===== src/rtl/xentry_pkg.sv =====
// Shared types for the L1/L2 interconnect: grant owner encoding and line geometry helpers.
package xentry_pkg;

    typedef enum logic [1:0] {
        OWNER_NONE   = 2'd0,
        OWNER_ICACHE = 2'd1,
        OWNER_DCACHE = 2'd2
    } l2_owner_e;

    localparam int unsigned XLEN_DEFAULT      = 32;
    localparam int unsigned LINE_SIZE_DEFAULT = 16;

    function automatic int unsigned words_per_line(input int unsigned line_size,
                                                   input int unsigned xlen);
        return line_size / (xlen / 8);
    endfunction

endpackage


===== src/rtl/l1_l2_arbiter.sv =====
// Round-robin owner of the single L2 read port, shared by the icache and dcache miss paths.
// A grant lasts one line fill (or until the owner drops access); returns are steered to the owner.
module l1_l2_arbiter
    import xentry_pkg::*;
#(
    parameter int unsigned LINE_SIZE = LINE_SIZE_DEFAULT,
    parameter int unsigned XLEN      = XLEN_DEFAULT
) (
    input  logic            clk,
    input  logic            reset,
    input  logic [XLEN-1:0] ic_l2_address,
    input  logic            ic_l2_access,
    output logic [XLEN-1:0] ic_l2_word,
    output logic            ic_l2_word_valid,
    input  logic [XLEN-1:0] dc_l2_address,
    input  logic            dc_l2_access,
    output logic [XLEN-1:0] dc_l2_word,
    output logic            dc_l2_word_valid,
    output logic [XLEN-1:0] l2_address,
    output logic            l2_access,
    input  logic [XLEN-1:0] l2_word,
    input  logic            l2_word_valid,
    output l2_owner_e       grant_owner
);

    localparam int unsigned WORDS_PER_LINE = words_per_line(LINE_SIZE, XLEN);
    localparam int unsigned BEAT_W         = $clog2(WORDS_PER_LINE) + 1;
    localparam logic [BEAT_W-1:0] LAST_BEAT = BEAT_W'(WORDS_PER_LINE - 1);

    // OWNER_NONE doubles as the IDLE state; the state value is the grant owner.
    l2_owner_e         state_reg, state_next;
    l2_owner_e         last_grant_reg, last_grant_next;
    logic [BEAT_W-1:0] beat_cnt_reg, beat_cnt_next;

    logic owner_access;
    logic last_beat;

    always_ff @(posedge clk or posedge reset) begin
        if (reset) begin
            state_reg      <= OWNER_NONE;
            last_grant_reg <= OWNER_DCACHE;
            beat_cnt_reg   <= '0;
        end else begin
            state_reg      <= state_next;
            last_grant_reg <= last_grant_next;
            beat_cnt_reg   <= beat_cnt_next;
        end
    end

    assign owner_access = (state_reg == OWNER_ICACHE) ? ic_l2_access :
                          (state_reg == OWNER_DCACHE) ? dc_l2_access : 1'b0;
    assign last_beat    = l2_word_valid && (beat_cnt_reg == LAST_BEAT);

    always_comb begin
        state_next      = state_reg;
        last_grant_next = last_grant_reg;
        beat_cnt_next   = beat_cnt_reg;
        unique case (state_reg)
            OWNER_NONE: begin
                beat_cnt_next = '0;
                if (ic_l2_access && dc_l2_access) begin
                    // Tie: the requester that did not win last time goes first.
                    state_next = (last_grant_reg == OWNER_ICACHE) ? OWNER_DCACHE : OWNER_ICACHE;
                end else if (ic_l2_access) begin
                    state_next = OWNER_ICACHE;
                end else if (dc_l2_access) begin
                    state_next = OWNER_DCACHE;
                end
                last_grant_next = (state_next == OWNER_NONE) ? last_grant_reg : state_next;
            end
            OWNER_ICACHE, OWNER_DCACHE: begin
                if (!owner_access || last_beat) begin
                    state_next    = OWNER_NONE;
                    beat_cnt_next = '0;
                end else if (l2_word_valid) begin
                    beat_cnt_next = beat_cnt_reg + 1'b1;
                end
            end
            default: begin
                state_next    = OWNER_NONE;
                beat_cnt_next = '0;
            end
        endcase
    end

    always_comb begin
        l2_address       = '0;
        l2_access        = 1'b0;
        ic_l2_word       = '0;
        ic_l2_word_valid = 1'b0;
        dc_l2_word       = '0;
        dc_l2_word_valid = 1'b0;
        unique case (state_reg)
            OWNER_ICACHE: begin
                l2_address       = ic_l2_address;
                l2_access        = ic_l2_access;
                ic_l2_word       = l2_word;
                ic_l2_word_valid = l2_word_valid;
            end
            OWNER_DCACHE: begin
                l2_address       = dc_l2_address;
                l2_access        = dc_l2_access;
                dc_l2_word       = l2_word;
                dc_l2_word_valid = l2_word_valid;
            end
            default: ;
        endcase
    end

    assign grant_owner = state_reg;

endmodule


===== config.mk =====
export PLATFORM = sky130hd
export DESIGN_NAME = l1_l2_arbiter
export DESIGN_NICKNAME = d
export VERILOG_FILES = /design/src/rtl/xentry_pkg.sv /design/src/rtl/l1_l2_arbiter.sv
export SDC_FILE = /design/constraint.sdc
export NUM_CORES = 1
export LEC_CHECK = 0
export ABC_AREA = 0
export CAP_MARGIN = 10
export CORE_AREA = 2 2 79 81
export DETAILED_ROUTE_END_ITERATION = 16
export DIE_AREA = 0 0 81 83
export PLACE_DENSITY_LB_ADDON = 0.3
export SLEW_MARGIN = 15
export SYNTH_ARGS = -nofsm -noshare
export SYNTH_HDL_FRONTEND = slang
export SYNTH_SLANG_ARGS = --single-unit
export TNS_END_PERCENT = 20

===== constraint.sdc =====
create_clock -name clk -period 1.8 [get_ports clk]
set_input_delay 0.27 -clock clk [delete_from_list [all_inputs] [get_ports clk]]
set_output_delay 0.27 -clock clk [all_outputs]
set_load 0.02 [all_outputs]

==> impl_metrics.ini, run 1 <==
[outcome]
status = finished, violations left
violations = negative setup slack

[worst_setup_path]
cp_max_fo = 7
cp-endpoint = l2_address[27]
endpoint_kind = output port
critical_path_class = reg2out
r2r_setup_slack_ps = 90
cp.arrival_ps = 1570
reg2reg_depth = 7
worst_ep_required_time_ps = 1530
startpoint_type = register
r2r-end = grant_owner[0]
critPathLaunch = grant_owner[0]
crit-reg2reg-launch = grant_owner[0]

[global_route]
grt_overflow = 0
grt_pass1_vias = 2058
grt_max_degree = 38
groute.usage.overall = 0.211
antenna_found_initial = 0
grt_first_pass_wirelength_um = 11200

[synthesis]
synthAdderAreaFrac = 0.0463
synth_top_area_frac = 0.306
yosysWarnings = 0
synthXorXnorAreaFrac = 0.00649
synthCells = 186
synth_compound_area_frac = 0.213
synth_area_leaders = and2_1 (31%), a22oi_1 (18%), nor2b_1 (15%)
yosysSeqAreaShare = 0.131
muxShareOfSynthArea = 0.0259
synth.avg_cell_area_um2 = 7.26
synth-simple-area-share = 0.507
synth_top_family_by_area = simple AND/OR/NAND/NOR gates
syn_nets = 292
syn-cell-area_mm2 = 0.00135
yosys.cell_types.count = 25
yosysTopAreaCell = and2_1
ys_ff_latch = 7

[timing]
finalCritPeriodShare = 1.02
final_hold_viol_count = 0
report.final.slew_viol_count = 0
tightestPinTransition_ps = 257
fmaxAchievable_mhz = 542
setup_viol = 19
rsz0062_at_grt = true
finalCriticalPeriod_ps = 1840
tns_ps = -324
relSlewSlack = 0.829
fin_ws_ps = -44.6
skew_ps = 0.704

[detailed_routing]
final_antenna_net_count = 0
via_count = 2108
wl_per_cell_um = 16.7
wirelength_um = 7870
drtIter0Drc = 83
viasPerCell = 4.48
post-route-drc-count = 0
drt-pass1-iter-count = 4

[final_layout]
nNetsFinal = 503
mostFrequentLayoutCells = clkdlybuf4s50_1 (102), and2_1 (66), buf_2 (65)
final_common_cell = clkdlybuf4s50_1
fin_util = 0.595
fill_cells = 582
drive_gt1_frac = 0.374
area_growth_pct = 156
diodes = 0
instances_no_fill = 471
largest_register_ffs = 3

[floorplan]
start_util = 0.232
row_count = 28
die_area_mm2 = 0.00672
die_y_um = 83
die_w_um = 81
core-area_mm2 = 0.00582
io-pin-count = 202

[clock_tree]
cts-htree-levels = 1
clock_sinks = 7
cts.clk_slew.worst_paths_ps = 40
clockRootBuffer = clkbuf_8
clk_latency_ps = 230
tritoncts = built
numCtsBuffers = 3
cts_buffer_depth = 2

[placed_design]
dp_slack_ps = -257
hpwl_um = 5750
placed_cells = 457
place_congestion = 0.804
portBuffers = 201

[power_and_ir_drop]
leakagePower_uw = 0.00163
power_per_cell_area_mw_per_mm2 = 1240
ir_drop_v = 0.000842

[run]
cap_violations = 0

[worst_hold_path]
hold_class = in2async
-- worst max-delay path, stage by stage, from the launching register on --
cell       delay, ps
dfrtp_1          370
inv_2             80
ha_4             180
buf_4            130
clkbuf_16        150
a22oi_1          180
nor2b_1           80
buf_4            160
-- worst min path at each step --
stage	endpoint	slack (ps)	cells after the start
after floorplan	beat_cnt_reg[0]	70	1
after global placement	last_grant_reg[0]	450	1
after detailed placement	last_grant_reg[0]	470	1
after CTS	beat_cnt_reg[0]	260	2
after global routing	beat_cnt_reg[1]	300	2
final	last_grant_reg[0]	260	2
-- final cells by class --
type	instances	area [µm²]	share of cell area
clock buffers	4	45.0	0.0130
well taps	75	93.8	0.0271
multi-input cells	156	1170	0.339
flip-flops and latches	7	176	0.0510
inverters	5	18.8	0.00543
repair buffers	224	1950	0.565
-- power breakdown --
part	switching (µW)	leakage, µW	internal [µW]
logic	1940	0.00152	1890
registers	31.6	0.0000888	213
clock network	76.2	0.0000228	154
total	2050	0.00163	2250
-- cells in the mapped netlist --
master and instances:
o21ba_2 1, nand3b_1 1, nand4b_4 1, nand2b_1 1
xnor2_1 1, dfstp_2 1, o21ai_1 2, a22oi_1 33
clkbuf_2 1, buf_1 1, and3b_1 1, clkbuf_1 10
nand2_1 2, nor2b_1 33, inv_1 5, a211oi_1 1
nor2_1 3, mux2_4 1, o21ai_0 1, mux2i_1 2
dfrtp_1 6, buf_2 6, and2_1 66, a21o_1 1
ha_1 5
-- metrics by stage --
| step | hold WS [ps] | total power [µW] | area, µm² |
|---|---|---|---|
| after global routing | 303 | 4570 | 3460 |
| after global placement | 451 | 3950 | 3560 |
| after floorplan | 72.7 | 2190 | 1370 |
| after CTS | 264 | 4040 | 3410 |
| after detailed placement | 466 | 4000 | 3560 |
| final | 260 | 4300 | 3460 |
-- per-layer routing --
metal / track usage / share of wire / up-vias
met5: 0 / 0 / -
met4: 0.0770 / 0.025 / 0
met3: 0.0391 / 0.075 / 17
met2: 0.387 / 0.52 / 87
met1: 0.236 / 0.38 / 957
li1: - / - / 1047
-- cells by family (layout without fill, tap and decap cells) --
group	after synthesis	count (layout)
XOR/XNOR	1	1
multiplexers	3	3
adder cells (fa/ha/maj)	5	5
AND/OR/NAND/NOR	108	108
flip-flops	7	7
AO/OA/AOI/OAI	39	39
buffers and inverters	23	233
-- what timing repair did --
| action | CTS | global route |
|---|---|---|
| buffers inserted | 1 | 3 |
| endpoints found under the setup margin | 99 | 62 |
| gates resized for setup | 390 | 61 |
| gates cloned | 1 | 5 |
| hold buffers | 0 | 0 |
| pin swaps | 0 | 0 |
(Power assumes the default switching activity.)
==> run 2: changes to the inputs <==
- CORE_AREA: 2 2 79 81 -> not set
- CORE_ASPECT_RATIO: not set -> 2
- CORE_MARGIN: not set -> 2
- CORE_UTILIZATION: not set -> 24
- DIE_AREA: 0 0 81 83 -> not set
==> impl_metrics.ini, run 2 (synthesis results as in run 1) <==
[final_layout]
drive_gt1_frac = 0.404
final_common_cell = clkdlybuf4s50_1
largest_register_ffs = 3
mostFrequentLayoutCells = clkdlybuf4s50_1 (102), and2_1 (66), buf_2 (45)
instances_no_fill = 451
nNetsFinal = 498
fin_util = 0.633
fill_cells = 518
diodes = 0
area_growth_pct = 154

[floorplan]
start_util = 0.249
die_w_um = 57.0
row_count = 38
die_area_mm2 = 0.00628
die_y_um = 110
io-pin-count = 202
core-area_mm2 = 0.00542

[clock_tree]
cts_buffer_depth = 2
tritoncts = built
clock_sinks = 7
clk_latency_ps = 230
numCtsBuffers = 3
cts.clk_slew.worst_paths_ps = 40
cts-htree-levels = 1
hold_buffers = 0
clockRootBuffer = clkbuf_8

[outcome]
violations = negative setup slack
status = finished, violations left

[power_and_ir_drop]
power_frac_comb = 0.893
switchingPower_uw = 2080
ir_drop_v = 0.00135
p_int_uw = 2270
pwr-share-clk = 0.050
power_frac_seq = 0.056
switching_share = 0.478
power_per_cell_area_mw_per_mm2 = 1270
leakagePower_uw = 0.00158

[detailed_routing]
wl_per_cell_um = 16.5
final_antenna_net_count = 0
via_count = 2138
drt-pass1-iter-count = 4
wirelength_um = 7450
viasPerCell = 4.74
post-route-drc-count = 0
drtIter0Drc = 62

[timing]
final_hold_viol_count = 0
fin_ws_ps = -72.9
skew_ps = 7.09
setup_viol = 14
fmaxAchievable_mhz = 534
finalCritPeriodShare = 1.04
hold_ws_ps = 293
relSlewSlack = 0.805
tightestPinTransition_ps = 292
report.final.slew_viol_count = 0
tns_ps = -482
rsz0062_at_grt = true
finalCriticalPeriod_ps = 1870

[placed_design]
dp_slack_ps = -259
place_congestion = 0.825
hpwl_um = 5630
placed_cells = 441
portBuffers = 201

[global_route]
antenna_found_initial = 0
grt_pass1_vias = 2066
grt_overflow = 0
groute.usage.overall = 0.212
grt_max_degree = 34
grt_first_pass_wirelength_um = 10600

[worst_hold_path]
hold_class = in2async

[worst_setup_path]
reg2reg_depth = 6
crit_buf_inv = 4
endpoint_kind = output port
critical_path_class = reg2out
critical-path-max-stage-delay_ps = 420
crit_family = buffers and inverters
r2r_setup_slack_ps = 130
cp_slowest_cell = dfrtp_1
cp_max_fo = 17
cp.arrival_ps = 1600
path_cells = inv_2 -> ha_4 -> buf_12 -> buf_16 -> a22oi_2 -> nor2b_1 -> buf_4
worst_ep_required_time_ps = 1530
startpoint_type = register
path_depth = 7

[run]
cap_violations = 0
-- run 2: cell types whose count changed in the layout (fill, tap and decap cells not counted), moves of 3 or more --
cell / previous run / this run
a22oi_1: 26 / 11
clkbuf_16: 4 / 0
clkbuf_2: 0 / 22
buf_6: 5 / 2
a22oi_2: 7 / 22
buf_2: 65 / 45
-- run 2: power groups by stage --
stage / combinational, µW / sequential [µW] / clock, µW
finish: 3890 / 246 / 219
global route: 4140 / 253 / 233
CTS: 3830 / 246 / 225
detailed placement: 3740 / 246 / 0
global placement: 3700 / 240 / 0
floorplan: 1920 / 265 / 0
-- run 2: layout make-up --
| type | instances | area (µm²) | share of cell area |
|---|---|---|---|
| Timing Repair Buffer | 219 | 1870 | 0.546 |
| Tap cell | 60 | 75.1 | 0.0219 |
| Clock inverter | 1 | 5.00 | 0.00146 |
| Multi-Input combinational cell | 156 | 1240 | 0.362 |
| Clock buffer | 3 | 41.3 | 0.0120 |
| Inverter | 5 | 18.8 | 0.00547 |
| Sequential cell | 7 | 176 | 0.0514 |
-- run 2: worst reg2reg max path, delay by kind of cell, from the launching register on --
family	cells	cell delay, ps
buffers and inverters	3	360
adders and majority gates	1	320
DFF	1	410
muxes	1	330
and+or+nand+nor	1	140
-- run 2: path summary, 6_finish.rpt --
path,startpoint,endpoint
setup / recovery,grant_owner[1],l2_address[4]
hold / removal,reset,beat_cnt_reg[2]
setup reg to reg,grant_owner[1],grant_owner[0]
hold reg to reg,last_grant_reg[0],last_grant_reg[0]
max in group asynchronous,reset,last_grant_reg[1]
min in group clk,last_grant_reg[0],last_grant_reg[0]
-- run 2: repair_timing --
action / CTS / global route
resized for setup: 375 / 64
pin swaps: 4 / 8
cloned: 3 / 0
buffers inserted: 3 / 0
endpoints found under the setup margin: 99 / 70
-- run 2: layer usage --
layer	up-vias	wire length, µm	track usage
li1	1042	-	-
met1	971	2550	0.230
met2	113	4180	0.409
met3	12	548	0.0408
met4	0	170	0.0548
met5	-	0	0
-- run 2: through the flow --
stage	cell area, µm²	power, µW
floorplan	1370	2190
global placement	3530	3940
detailed placement	3530	3990
CTS	3470	4310
global route	3430	4630
finish	3430	4350
==> run 3: changes to the inputs <==
- MAX_ROUTING_LAYER: not set -> met4
==> impl_metrics.ini, run 3 (synthesis results as in run 1) <==
[detailed_routing]
final_antenna_net_count = 0
viasPerCell = 4.74
wirelength_um = 7390
wl_per_cell_um = 16.4
via_count = 2136
drt-pass1-iter-count = 4
post-route-drc-count = 0
drtIter0Drc = 47

[final_layout]
diodes = 0
area_growth_pct = 154
largest_register_ffs = 3
mostFrequentLayoutCells = clkdlybuf4s50_1 (102), and2_1 (66), buf_2 (45)
drive_gt1_frac = 0.404
final_common_cell = clkdlybuf4s50_1
nNetsFinal = 498
instances_no_fill = 451
fill_cells = 518

[floorplan]
start_util = 0.249
die_w_um = 57.0
die_y_um = 110
die_area_mm2 = 0.00628
io-pin-count = 202
core-area_mm2 = 0.00542
row_count = 38

[clock_tree]
clock_sinks = 7
cts_buffer_depth = 2
clockRootBuffer = clkbuf_8
cts-htree-levels = 1
tritoncts = built
cts.clk_slew.worst_paths_ps = 40
numCtsBuffers = 3
clk_latency_ps = 230

[timing]
final_hold_viol_count = 0
fin_ws_ps = -73.3
rsz0062_at_grt = true
finalCritPeriodShare = 1.04
skew_ps = 7.05
setup_viol = 14
finalCriticalPeriod_ps = 1870
fmaxAchievable_mhz = 534
tightestPinTransition_ps = 292
report.final.slew_viol_count = 0
relSlewSlack = 0.805

[worst_setup_path]
cp.arrival_ps = 1600
startpoint_type = register
path_cells = inv_2 -> ha_4 -> buf_12 -> buf_16 -> a22oi_2 -> nor2b_1 -> buf_4
critical_path_class = reg2out
endpoint_kind = output port
critical-path-max-stage-delay_ps = 420
cp_max_fo = 17
crit-reg2reg-launch = grant_owner[1]
critPathLaunch = grant_owner[1]
crit_buf_inv = 4
cp_slowest_cell = dfrtp_1
worst_ep_required_time_ps = 1530
crit_family = buffers and inverters

[placed_design]
hpwl_um = 5630
placed_cells = 441
dp_slack_ps = -259
place_congestion = 0.838
portBuffers = 201

[global_route]
grt_first_pass_wirelength_um = 10600
grt_overflow = 0
grt_pass1_vias = 2061
top_usage_layer = met2
antenna_found_initial = 0
grtUsageMet3 = 0.0373
grt_max_degree = 34
groute.usage.overall = 0.218
grtUsageMet2 = 0.409
met1_usage = 0.232

[outcome]
status = finished, violations left
violations = negative setup slack

[power_and_ir_drop]
power_per_cell_area_mw_per_mm2 = 1270
ir_drop_v = 0.00135
leakagePower_uw = 0.00158

[worst_hold_path]
hold_class = in2async

[run]
cap_violations = 0
[run 3: cell counts in the layout (fill, tap and decap cells not counted)]
No cell type changed its count.
[run 3: stage by stage]
step           TNS [ps]  hold WS [ps]  area [µm²]  utilization  total power, µW
2_1_floorplan      -389          72.7        1370            -             2190
3_3_place_gp     -12060           452        3530        0.652             3940
3_5_place_dp     -16010           485        3530        0.652             3990
4_1_cts            -590           295        3470        0.640             4310
5_1_grt           -2220           337        3430        0.633             4630
6_report           -486           293        3430        0.633             4350
[run 3: area by class of cell]
cell class              instances  area, µm²  share of cell area
clock buffers                   3       41.3              0.0120
clock inverters                 1       5.00             0.00146
inverters                       5       18.8             0.00547
multi-input cells             156       1240               0.362
flip-flops and latches          7        176              0.0514
well taps                      60       75.1              0.0219
repair buffers                219       1870               0.546
[run 3: power by group]
group | internal, µW | switching, µW
clock network | 150 | 69.5
registers | 213 | 32.1
logic | 1910 | 1980
[run 3: what timing repair did]
item / CTS / global route
hold buffers: 0 / 0
cloned: 3 / 0
pin swaps: 4 / 8
gates resized for setup: 375 / 64
setup buffers: 3 / 0
endpoints found under the setup margin: 99 / 70
[run 3: final timing paths]
| check | end | slack, ps | cells after the start |
|---|---|---|---|
| max | l2_address[4] | -70 | 7 |
| min | beat_cnt_reg[2] | 290 | 2 |
| max reg2reg | grant_owner[0] | 130 | 6 |
| min reg2reg | last_grant_reg[0] | 490 | 1 |
| max in group asynchronous | last_grant_reg[1] | 1230 | 2 |
| min in group clk | last_grant_reg[0] | 490 | 1 |
[run 3: routing by layer]
layer | up-vias | routed length [µm]
li1 | 1041 | -
met1 | 970 | 2510
met2 | 111 | 4190
met3 | 14 | 524
met4 | 0 | 170
met5 | - | 0
[run 3: worst register-to-register path, cell delays in order (launching register included)]
cell	delay, ps
dfrtp_1	410
inv_2	100
ha_4	320
buf_16	140
buf_4	120
nand4b_4	140
mux2_4	330
